File: config.mk
export PLATFORM = sky130hd
export DESIGN_NAME = mem_align_unit
export DESIGN_NICKNAME = d
export VERILOG_FILES = /design/src/rtl/mem_align_unit.sv
export SDC_FILE = /design/constraint.sdc
export NUM_CORES = 1
export LEC_CHECK = 0
export ABC_AREA = 1
export BUFFER_PORTS_ARGS = -buffer_cell sky130_fd_sc_hd__buf_4
export CAP_MARGIN = 20
export CORE_MARGIN = 8
export CORE_UTILIZATION = 57
export DETAILED_ROUTE_END_ITERATION = 10
export PLACE_DENSITY = 0.83
export RECOVER_POWER = 50
export SYNTH_ARGS = -nofsm -noshare
export SYNTH_HDL_FRONTEND = slang
export SYNTH_SLANG_ARGS = --single-unit
File: constraint.sdc
create_clock -name clk -period 4.6 [get_ports clk]
set_input_delay 0.92 -clock clk [delete_from_list [all_inputs] [get_ports clk]]
set_output_delay 0.92 -clock clk [all_outputs]
set_load 0.005 [all_outputs]
File: src/rtl/mem_align_unit.sv
// Load/store alignment engine between the MEM stage and the data bus: byte enables,
// store lane shifting, load extension, and optional two-beat splitting of lane-crossing accesses.
module mem_align_unit #(
  parameter int DW             = 32,
  parameter int AW             = 32,
  parameter bit ALLOW_MISALIGN = 1'b1
) (
  input  logic            clk,
  input  logic            reset,
  input  logic            req_valid,
  output logic            req_ready,
  input  logic            req_we,
  input  logic [1:0]      req_size,
  input  logic            req_signed,
  input  logic [AW-1:0]   req_addr,
  input  logic [DW-1:0]   req_wdata,
  output logic            mem_req,
  output logic            mem_we,
  output logic [AW-1:0]   mem_addr,
  output logic [DW/8-1:0] mem_be,
  output logic [DW-1:0]   mem_wdata,
  input  logic            mem_ack,
  input  logic [DW-1:0]   mem_rdata,
  output logic            resp_valid,
  output logic            resp_err,
  output logic [DW-1:0]   resp_rdata
);

  localparam int NB = DW / 8;
  localparam int OB = $clog2(NB);

  typedef enum logic [1:0] {IDLE, BEAT0, BEAT1, RESP} state_t;
  state_t state;

  logic            we_q, signed_q, split_q;
  logic [1:0]      size_q;
  logic [OB-1:0]   off_q;
  logic [NB-1:0]   be1_q;
  logic [DW-1:0]   wdata1_q, buf_lo_q;

  logic [OB-1:0]   off;
  logic [2*NB-1:0] base, mask;
  logic [2*DW-1:0] wide_raw, wide;
  logic            split, size_bad, reject;
  logic [AW-1:0]   addr0;

  assign req_ready = (state == IDLE);
  assign off       = req_addr[OB-1:0];
  assign size_bad  = (req_size == 2'd3) && (DW != 64);
  assign addr0     = {req_addr[AW-1:OB], {OB{1'b0}}};

  // Byte mask of the access spread over two bus words; the upper word is the second beat.
  always_comb begin
    base = '0;
    for (int i = 0; i < 8; i++)
      if (i < (1 << req_size)) base[i] = 1'b1;
  end

  assign mask     = base << off;
  assign split    = |mask[2*NB-1:NB];
  assign reject   = size_bad || (split && !ALLOW_MISALIGN);
  assign wide_raw = {{DW{1'b0}}, req_wdata} << (8 * off);

  always_comb begin
    wide = '0;
    for (int i = 0; i < 2*NB; i++)
      if (req_we && mask[i]) wide[8*i +: 8] = wide_raw[8*i +: 8];
  end

  logic [2*DW-1:0] full;
  logic [DW-1:0]   low, keep, top, load_data;
  logic            sign;
  int              nbits;

  // Load extraction works on the final beat's data combined with the buffered first beat.
  always_comb begin
    full = {{DW{1'b0}}, mem_rdata};
    if (state == BEAT1) full = {mem_rdata, buf_lo_q};
    low       = DW'(full >> (8 * off_q));
    nbits     = 8 << size_q;
    keep      = (nbits >= DW) ? '1 : ((DW'(1) << nbits) - DW'(1));
    top       = keep & ~(keep >> 1);
    sign      = signed_q && (|(low & top));
    load_data = (low & keep) | ({DW{sign}} & ~keep);
  end

  always_ff @(posedge clk) begin
    if (reset) begin
      state      <= IDLE;
      mem_req    <= 1'b0;
      mem_we     <= 1'b0;
      mem_addr   <= '0;
      mem_be     <= '0;
      mem_wdata  <= '0;
      resp_valid <= 1'b0;
      resp_err   <= 1'b0;
      resp_rdata <= '0;
      we_q       <= 1'b0;
      signed_q   <= 1'b0;
      split_q    <= 1'b0;
      size_q     <= '0;
      off_q      <= '0;
      be1_q      <= '0;
      wdata1_q   <= '0;
      buf_lo_q   <= '0;
    end else begin
      case (state)
        IDLE: if (req_valid) begin
          we_q     <= req_we;
          signed_q <= req_signed;
          size_q   <= req_size;
          off_q    <= off;
          split_q  <= split;
          be1_q    <= mask[2*NB-1:NB];
          wdata1_q <= wide[2*DW-1:DW];
          if (reject) begin
            state      <= RESP;
            resp_valid <= 1'b1;
            resp_err   <= 1'b1;
            resp_rdata <= '0;
          end else begin
            state     <= BEAT0;
            mem_req   <= 1'b1;
            mem_we    <= req_we;
            mem_addr  <= addr0;
            mem_be    <= mask[NB-1:0];
            mem_wdata <= wide[DW-1:0];
          end
        end
        BEAT0, BEAT1: if (mem_ack) begin
          if (state == BEAT0) buf_lo_q <= mem_rdata;
          // The second beat address wraps naturally at the top of the address space.
          if (state == BEAT0 && split_q) begin
            state     <= BEAT1;
            mem_addr  <= mem_addr + AW'(NB);
            mem_be    <= be1_q;
            mem_wdata <= wdata1_q;
          end else begin
            state      <= RESP;
            mem_req    <= 1'b0;
            mem_we     <= 1'b0;
            mem_addr   <= '0;
            mem_be     <= '0;
            mem_wdata  <= '0;
            resp_valid <= 1'b1;
            resp_err   <= 1'b0;
            resp_rdata <= we_q ? '0 : load_data;
          end
        end
        RESP: begin
          state      <= IDLE;
          resp_valid <= 1'b0;
          resp_err   <= 1'b0;
          resp_rdata <= '0;
        end
        default: state <= IDLE;
      endcase
    end
  end

endmodule
==> results.cfg, run 1 <==
[drt]
wl_mm = 30.6
via_count = 10400
ant_nets = 0
drt-initial-drc-count = 1195
drc = 0
wl_per_cell_um = 16.9
viasPerCell = 5.75
dr.pass1.iters = 8

[cts]
numClockSinks = 171
worstSkewPairLatency_ns = 0.44
cts_buffer_depth = 2
path_clk_slew_ns = 0.07
cts_root_buffer = clkbuf_16
ctsResizeCount = 0
htree_levels = 4
cts_tree = built
numCtsBuffers = 17
cts_setup_buffers = 0
postCtsHoldBufs = 0

[yosys]
synth_area_per_cell_sq_um = 6.54
muxShareOfSynthArea_pct = 0.748
synth_compound_area_share_pct = 24.2
synthAdderAreaFrac_pct = 0.801
syn_area_sq_um = 9370
synthCells = 1433
ys_types = 48
synthFlopType = dfxtp_1
synth_top_family_by_area = simple AND/OR/NAND/NOR gates
synthArstFlopShare_pct = 0
synth_top_area_cell = dfxtp_1
yosys_warnings = 0
synth_edf_count = 0
synthXorXnorAreaFrac_pct = 0.280
synthSimpleGateAreaFrac_pct = 28.5
yosysSeqAreaShare_pct = 36.5
yosys-top-cells-count = 365 x nand2_1, 181 x a21oi_1, 171 x dfxtp_1, 155 x o21ai_0, 119 x nor2_1
synth_top_area_share_pct = 36.5
yosysMostFrequentCell = nand2_1
synth_area_leaders = dfxtp_1 37%, nand2_1 15%, a21oi_1 9.7%
ys_seq_elements = 171

[die]
fp.dieW_um = 144
core_area_sq_um = 16300
floorplan.initialDensity_pct = 57.3
ioPinCount = 209
die_area_sq_um = 20800
row_count = 47
die_h_um = 144

[setup_path]
worst-path-buf-inv = 3
required_ns = 4.88
critical_path.max_fanout = 34
end_kind = flip-flop
path_delay_family = buffers and inverters
cp_slowest_stage_delay_ns = 1.09
cpMaxStageDelayCell = clkbuf_1
cp_data_arrival_time_ns = 3.69
critPathLaunchType = flip-flop
worstPathCellList = inv_1, ha_1, nand2_1, clkbuf_1, inv_1, nand3_1, a21oi_1, a21oi_1, nor2_1
crit_type = flip-flop to flip-flop

[timing]
setup_violations = 0
tightest_slew_ns = 1.51
finalCriticalPeriod_ns = 3.41
timing.fmax_mhz = 293
fin_skew_ns = 0.00595
finalCritPeriodShare_pct = 74.1
finalHoldViolCount = 0
rsz0062_at_grt = false
slew_violations = 35
max-slew-margin-rel_pct = -0.777
finalSetupTns_ns = 0

[place]
gp_congestion = 0.957
post_dp_cell_area_sq_um = 10800
hpwlAfterDp_mm = 22.1
portBuffers = 206

[outcome]
status = complete, but fails checks
violations = capacitance limit, slew limit

[global_route]
grt_pass1_vias = 9157
grt_pass1_wl_mm = 47.6
grt_usage_pct = 28.8
grt_max_degree = 105
antenna_found_initial = 0
overflow = 0

[power_and_ir_drop]
vdd_ir_drop_max_mv = 0.446
p_per_area_nw_per_um2 = 553
p_leak_nw = 4.56

[finish]
drive_gt1_share_pct = 15.1
num_antenna_cells = 0
design_area_sq_um = 11300
finish.net_count = 1684
fillers = 1536
synthToLayoutAreaGrowth_pct = 20.5

[worst_hold_path]
hold_class = flip-flop to flip-flop

[job]
maxCapViolCount = 1
## flip-flops by register name, indices dropped and copies added, names as in the netlist
signal,cells
resp_err,1
wdata1_q,24
buf_lo_q,32
mem_we,1
off_q,2
resp_valid,1
mem_addr,30
mem_wdata,32
mem_req,1
be1_q,4
mem_be,4
split_q,1
signed_q,1
we_q,1
size_q,2
state,2
resp_rdata,32
## metrics by stage
| stage | cells | hold WS [ns] | util, % | worst slack [ns] | power, mW |
|---|---|---|---|---|---|
| floorplan | 1434 | 0.445 | - | 2.54 | 3.90 |
| global placement | 1774 | 0.453 | 66.2 | 1.65 | 4.77 |
| detailed placement | 1774 | 0.455 | 66.2 | 1.64 | 4.82 |
| CTS | 1806 | 0.466 | 69.9 | 1.65 | 6.30 |
| global route | 1807 | 0.483 | 69.1 | 0.853 | 6.64 |
| finish | 1807 | 0.465 | 69.1 | 1.19 | 6.24 |
## tightest hold or removal path, cell delays in order, from the launching register on
cell     delay [ns]
dfxtp_1        0.31
nand2_1        0.06
a21oi_1        0.05
## worst paths after layout
path | from | endpoint | slack (ns) | cells after the start
min reg2reg | resp_rdata[4] | resp_rdata[4] | 0.47 | 2
max | state[0] | wdata1_q[1] | 1.19 | 9
max reg2reg | state[0] | wdata1_q[1] | 1.19 | 9
min | resp_rdata[4] | resp_rdata[4] | 0.47 | 2
## per-layer routing
| metal | global-route usage (%) | share of wire, % |
|---|---|---|
| met4 | 10.1 | 2.9 |
| met3 | 5.94 | 9.1 |
| met2 | 46.5 | 47 |
| met5 | 0 | 0 |
| met1 | 37.5 | 41 |
## placed cells by master, fill, tap and decap left out, types with 5 or more instances in the layout
cell,n
nand3_1,96
inv_1,93
or2_2,7
buf_4,111
clkbuf_4,66
nand4_1,20
mux2i_1,7
clkbuf_1,39
dfxtp_1,171
nor2_1,118
clkbuf_16,17
inv_2,5
o2111ai_1,6
o21ai_0,155
ha_1,5
a31oi_1,24
nand2_1,365
o211ai_1,28
a21oi_1,181
nor3_1,5
## layout make-up
class | instances | area, sq um | area share, %
multi-input combinational | 1064 | 5120 | 45.3
timing repair buffer | 216 | 1480 | 13.1
clock inverter | 13 | 155 | 1.37
clock buffer | 19 | 453 | 4.01
sequential | 171 | 3420 | 30.3
inverter | 104 | 395 | 3.50
tap | 220 | 275 | 2.44
## report_power, final
part           switching [mW]  internal, mW  total (mW)
sequential              0.264          1.83        2.09
clock                   0.656         0.842        1.50
combinational            1.77         0.883        2.65
total                    2.69          3.55        6.24
## logic make-up after synthesis
logic type / Yosys count
AND/OR/NAND/NOR: 631
AO/OA/AOI/OAI: 415
buffers and inverters: 199
flip-flops: 171
multiplexers: 7
adder cells (fa/ha/maj): 6
XOR/XNOR: 3
other: 1
(Power assumes the default switching activity.)
==> run 2, diff against run 1 <==
--- a/config.mk
+++ b/config.mk
@@ -5,13 +5,13 @@
 export SDC_FILE = /design/constraint.sdc
 export NUM_CORES = 1
 export LEC_CHECK = 0
-export ABC_AREA = 1
+export ABC_AREA = 0
 export BUFFER_PORTS_ARGS = -buffer_cell sky130_fd_sc_hd__buf_4
 export CAP_MARGIN = 20
 export CORE_MARGIN = 8
-export CORE_UTILIZATION = 57
+export CORE_UTILIZATION = 49
 export DETAILED_ROUTE_END_ITERATION = 10
-export PLACE_DENSITY = 0.83
+export PLACE_DENSITY = 0.76
 export RECOVER_POWER = 50
 export SYNTH_ARGS = -nofsm -noshare
 export SYNTH_HDL_FRONTEND = slang
==> constraint.sdc (replaced) <==
create_clock -name clk -period 3.1 [get_ports clk]
set_input_delay 0.62 -clock clk [delete_from_list [all_inputs] [get_ports clk]]
set_output_delay 0.62 -clock clk [all_outputs]
set_load 0.005 [all_outputs]
==> run 2 against run 1 <==
Net effect:
- the flow still finishes with violations (capacitance limit, slew limit)
- largest power group unchanged
- non-clock buffer count grew 16
- via count shrank 13%
- core utilization shrank 8.1 points
- count of clock-buffer cells in the layout shrank 1
- sequential cell count is the same
- highest routed layer unchanged
- synthesized cell count shrank 24%
- critical endpoint is now resp_rdata[30]
==> results.cfg, run 2 <==
[setup_path]
cp_data_arrival_time_ns = 2.91
critPathLaunchType = flip-flop
worstPathCellList = inv_1, ha_1, nor3b_1, nand2_1, a21oi_1, o31ai_4, o21ai_0
end_kind = flip-flop
r2r_slack_ns = 0.53
crit_type = flip-flop to flip-flop
critical_path.max_fanout = 10
cp_slowest_stage_delay_ns = 0.57
cpMaxStageDelayCell = nor3b_1
required_ns = 3.45

[cts]
cts_buffer_depth = 2
cts_root_buffer = clkbuf_16
cts_setup_buffers = 0
path_clk_slew_ns = 0.07
postCtsHoldBufs = 0
numClockSinks = 171
cts_tree = built
htree_levels = 4
worstSkewPairLatency_ns = 0.43
ctsResizeCount = 0
numCtsBuffers = 17

[yosys]
ys_seq_elements = 171
yosys_warnings = 0
synth_area_per_cell_sq_um = 8.39
synth_area_leaders = dfxtp_1 38%, nand2_1 7.0%, mux2i_1 5.3%
ys_types = 75
synthArstFlopShare_pct = 0
syn_area_sq_um = 9090
synth_top_area_share_pct = 37.7
synthCells = 1083
yosys-top-cells-count = 171 x dfxtp_1, 169 x nand2_1, 117 x nor2_1, 67 x a21oi_1, 53 x clkbuf_1
synth_edf_count = 0
yosysMostFrequentCell = dfxtp_1
synthFlopType = dfxtp_1
synth_top_area_cell = dfxtp_1
yosysSeqAreaShare_pct = 37.7

[power_and_ir_drop]
vdd_ir_drop_max_mv = 0.545
power.total_mw = 8.64
p_leak_nw = 4.39
p_per_area_nw_per_um2 = 767

[timing]
rsz0062_at_grt = false
holdWs_ns = 0.400
finalCriticalPeriod_ns = 2.57
timing.fmax_mhz = 390
fin_skew_ns = 0.0132
finalCritPeriodShare_pct = 82.8
slew_violations = 33
setup_violations = 0
max-slew-margin-rel_pct = -6.40
finalWorstSetupSlack_ns = 0.534
tightest_slew_ns = 1.60
finalSetupTns_ns = 0
finalHoldViolCount = 0

[die]
row_count = 50
floorplan.initialDensity_pct = 49.2
die_area_sq_um = 23200
ioPinCount = 209
fp.dieW_um = 152
die_h_um = 152
core_area_sq_um = 18500

[finish]
synthToLayoutAreaGrowth_pct = 23.9
final_cell_mix = 170 x dfxtp_1, 169 x nand2_1, 127 x buf_4
final_common_cell = dfxtp_1
drive_gt1_share_pct = 24.8
final_cells = 1495
final_util_pct = 61.0
finish.net_count = 1357
design_area_sq_um = 11300
top_regs = buf_lo_q x32, mem_wdata x32, resp_rdata x32

[drt]
wl_per_cell_um = 19.7
via_count = 9072
drt-initial-drc-count = 875
wl_mm = 29.5
drc = 0
dr.pass1.iters = 5
viasPerCell = 6.07
ant_nets = 0

[place]
pre_cts_ws_ns = 0.586
gp_congestion = 0.909
post_dp_cell_area_sq_um = 10800
dp.cells = 1462
hpwlAfterDp_mm = 20.8
portBuffers = 206

[global_route]
overflow = 0
grt_pass1_wl_mm = 46.5
grt_max_degree = 147
grt_usage_pct = 24.5
grt_pass1_vias = 8602
antenna_found_initial = 1

[outcome]
violations = capacitance limit, slew limit
status = complete, but fails checks

[job]
maxCapViolCount = 1

[worst_hold_path]
hold_class = input port to flip-flop
==> run 2: cell count changes in the layout (fill, tap and decap cells not counted), sizes merged, moves of 13 or more <==
cell / delta
a221oi: +18
o211ai: -24
nand2: -200
mux2: +36
nand3: -72
inv: -86
o21ai: -121
nor3: +24
buf: +18
a22oi: +49
mux2i: +41
a22o: +13
a21oi: -114
==> run 2: power breakdown <==
| part | switching, mW | total, mW | internal [mW] |
|---|---|---|---|
| clock network | 1.01 | 2.09 | 1.08 |
| logic | 2.17 | 3.63 | 1.46 |
| registers | 0.327 | 2.92 | 2.60 |
| total | 3.51 | 8.64 | 5.13 |
==> run 2: area by class of cell <==
cell class              count  area, sq um
diodes                      1         2.50
clock buffers              18          429
multi-input cells         812         5250
inverters                  13         48.8
well taps                 234          293
fillers                  1611         7190
flip-flops and latches    171         3420
clock inverters            14          144
repair buffers            232         1670
==> run 2: final timing paths <==
| path | startpoint | to | cells after the start |
|---|---|---|---|
| min | req_addr[8] | mem_addr[8] | 2 |
| max reg2reg | state[1] | resp_rdata[30] | 7 |
| min reg2reg | buf_lo_q[3] | buf_lo_q[3] | 2 |
| max | state[1] | resp_rdata[30] | 7 |
==> run 2: cell families after synthesis <==
kind of cell / count (synthesis) / synth area share (%)
AO/OA/AOI/OAI: 290 / 22.9
buffers and inverters: 101 / 4.74
adder cells (fa/ha/maj): 6 / 0.826
flip-flops: 171 / 37.7
other: 1 / 0.0413
XOR/XNOR: 7 / 0.675
multiplexers: 94 / 12.2
AND/OR/NAND/NOR: 413 / 20.9
==> run 2: routing by layer <==
metal	global-route usage, %	share of wire, %
met5	0	0
met4	9.04	2.6
met3	7.09	8.7
met2	37.4	45
met1	32.3	43
==> run 2: critical path, delay by kind of cell, from the launching register on <==
kind                       cells  cell delay (ns)
buffers and inverters          1             0.08
AOI/OAI and AO/OA              3             0.72
and+or+nand+nor                2             0.81
DFF                            1             0.38
adders and majority gates      1             0.49
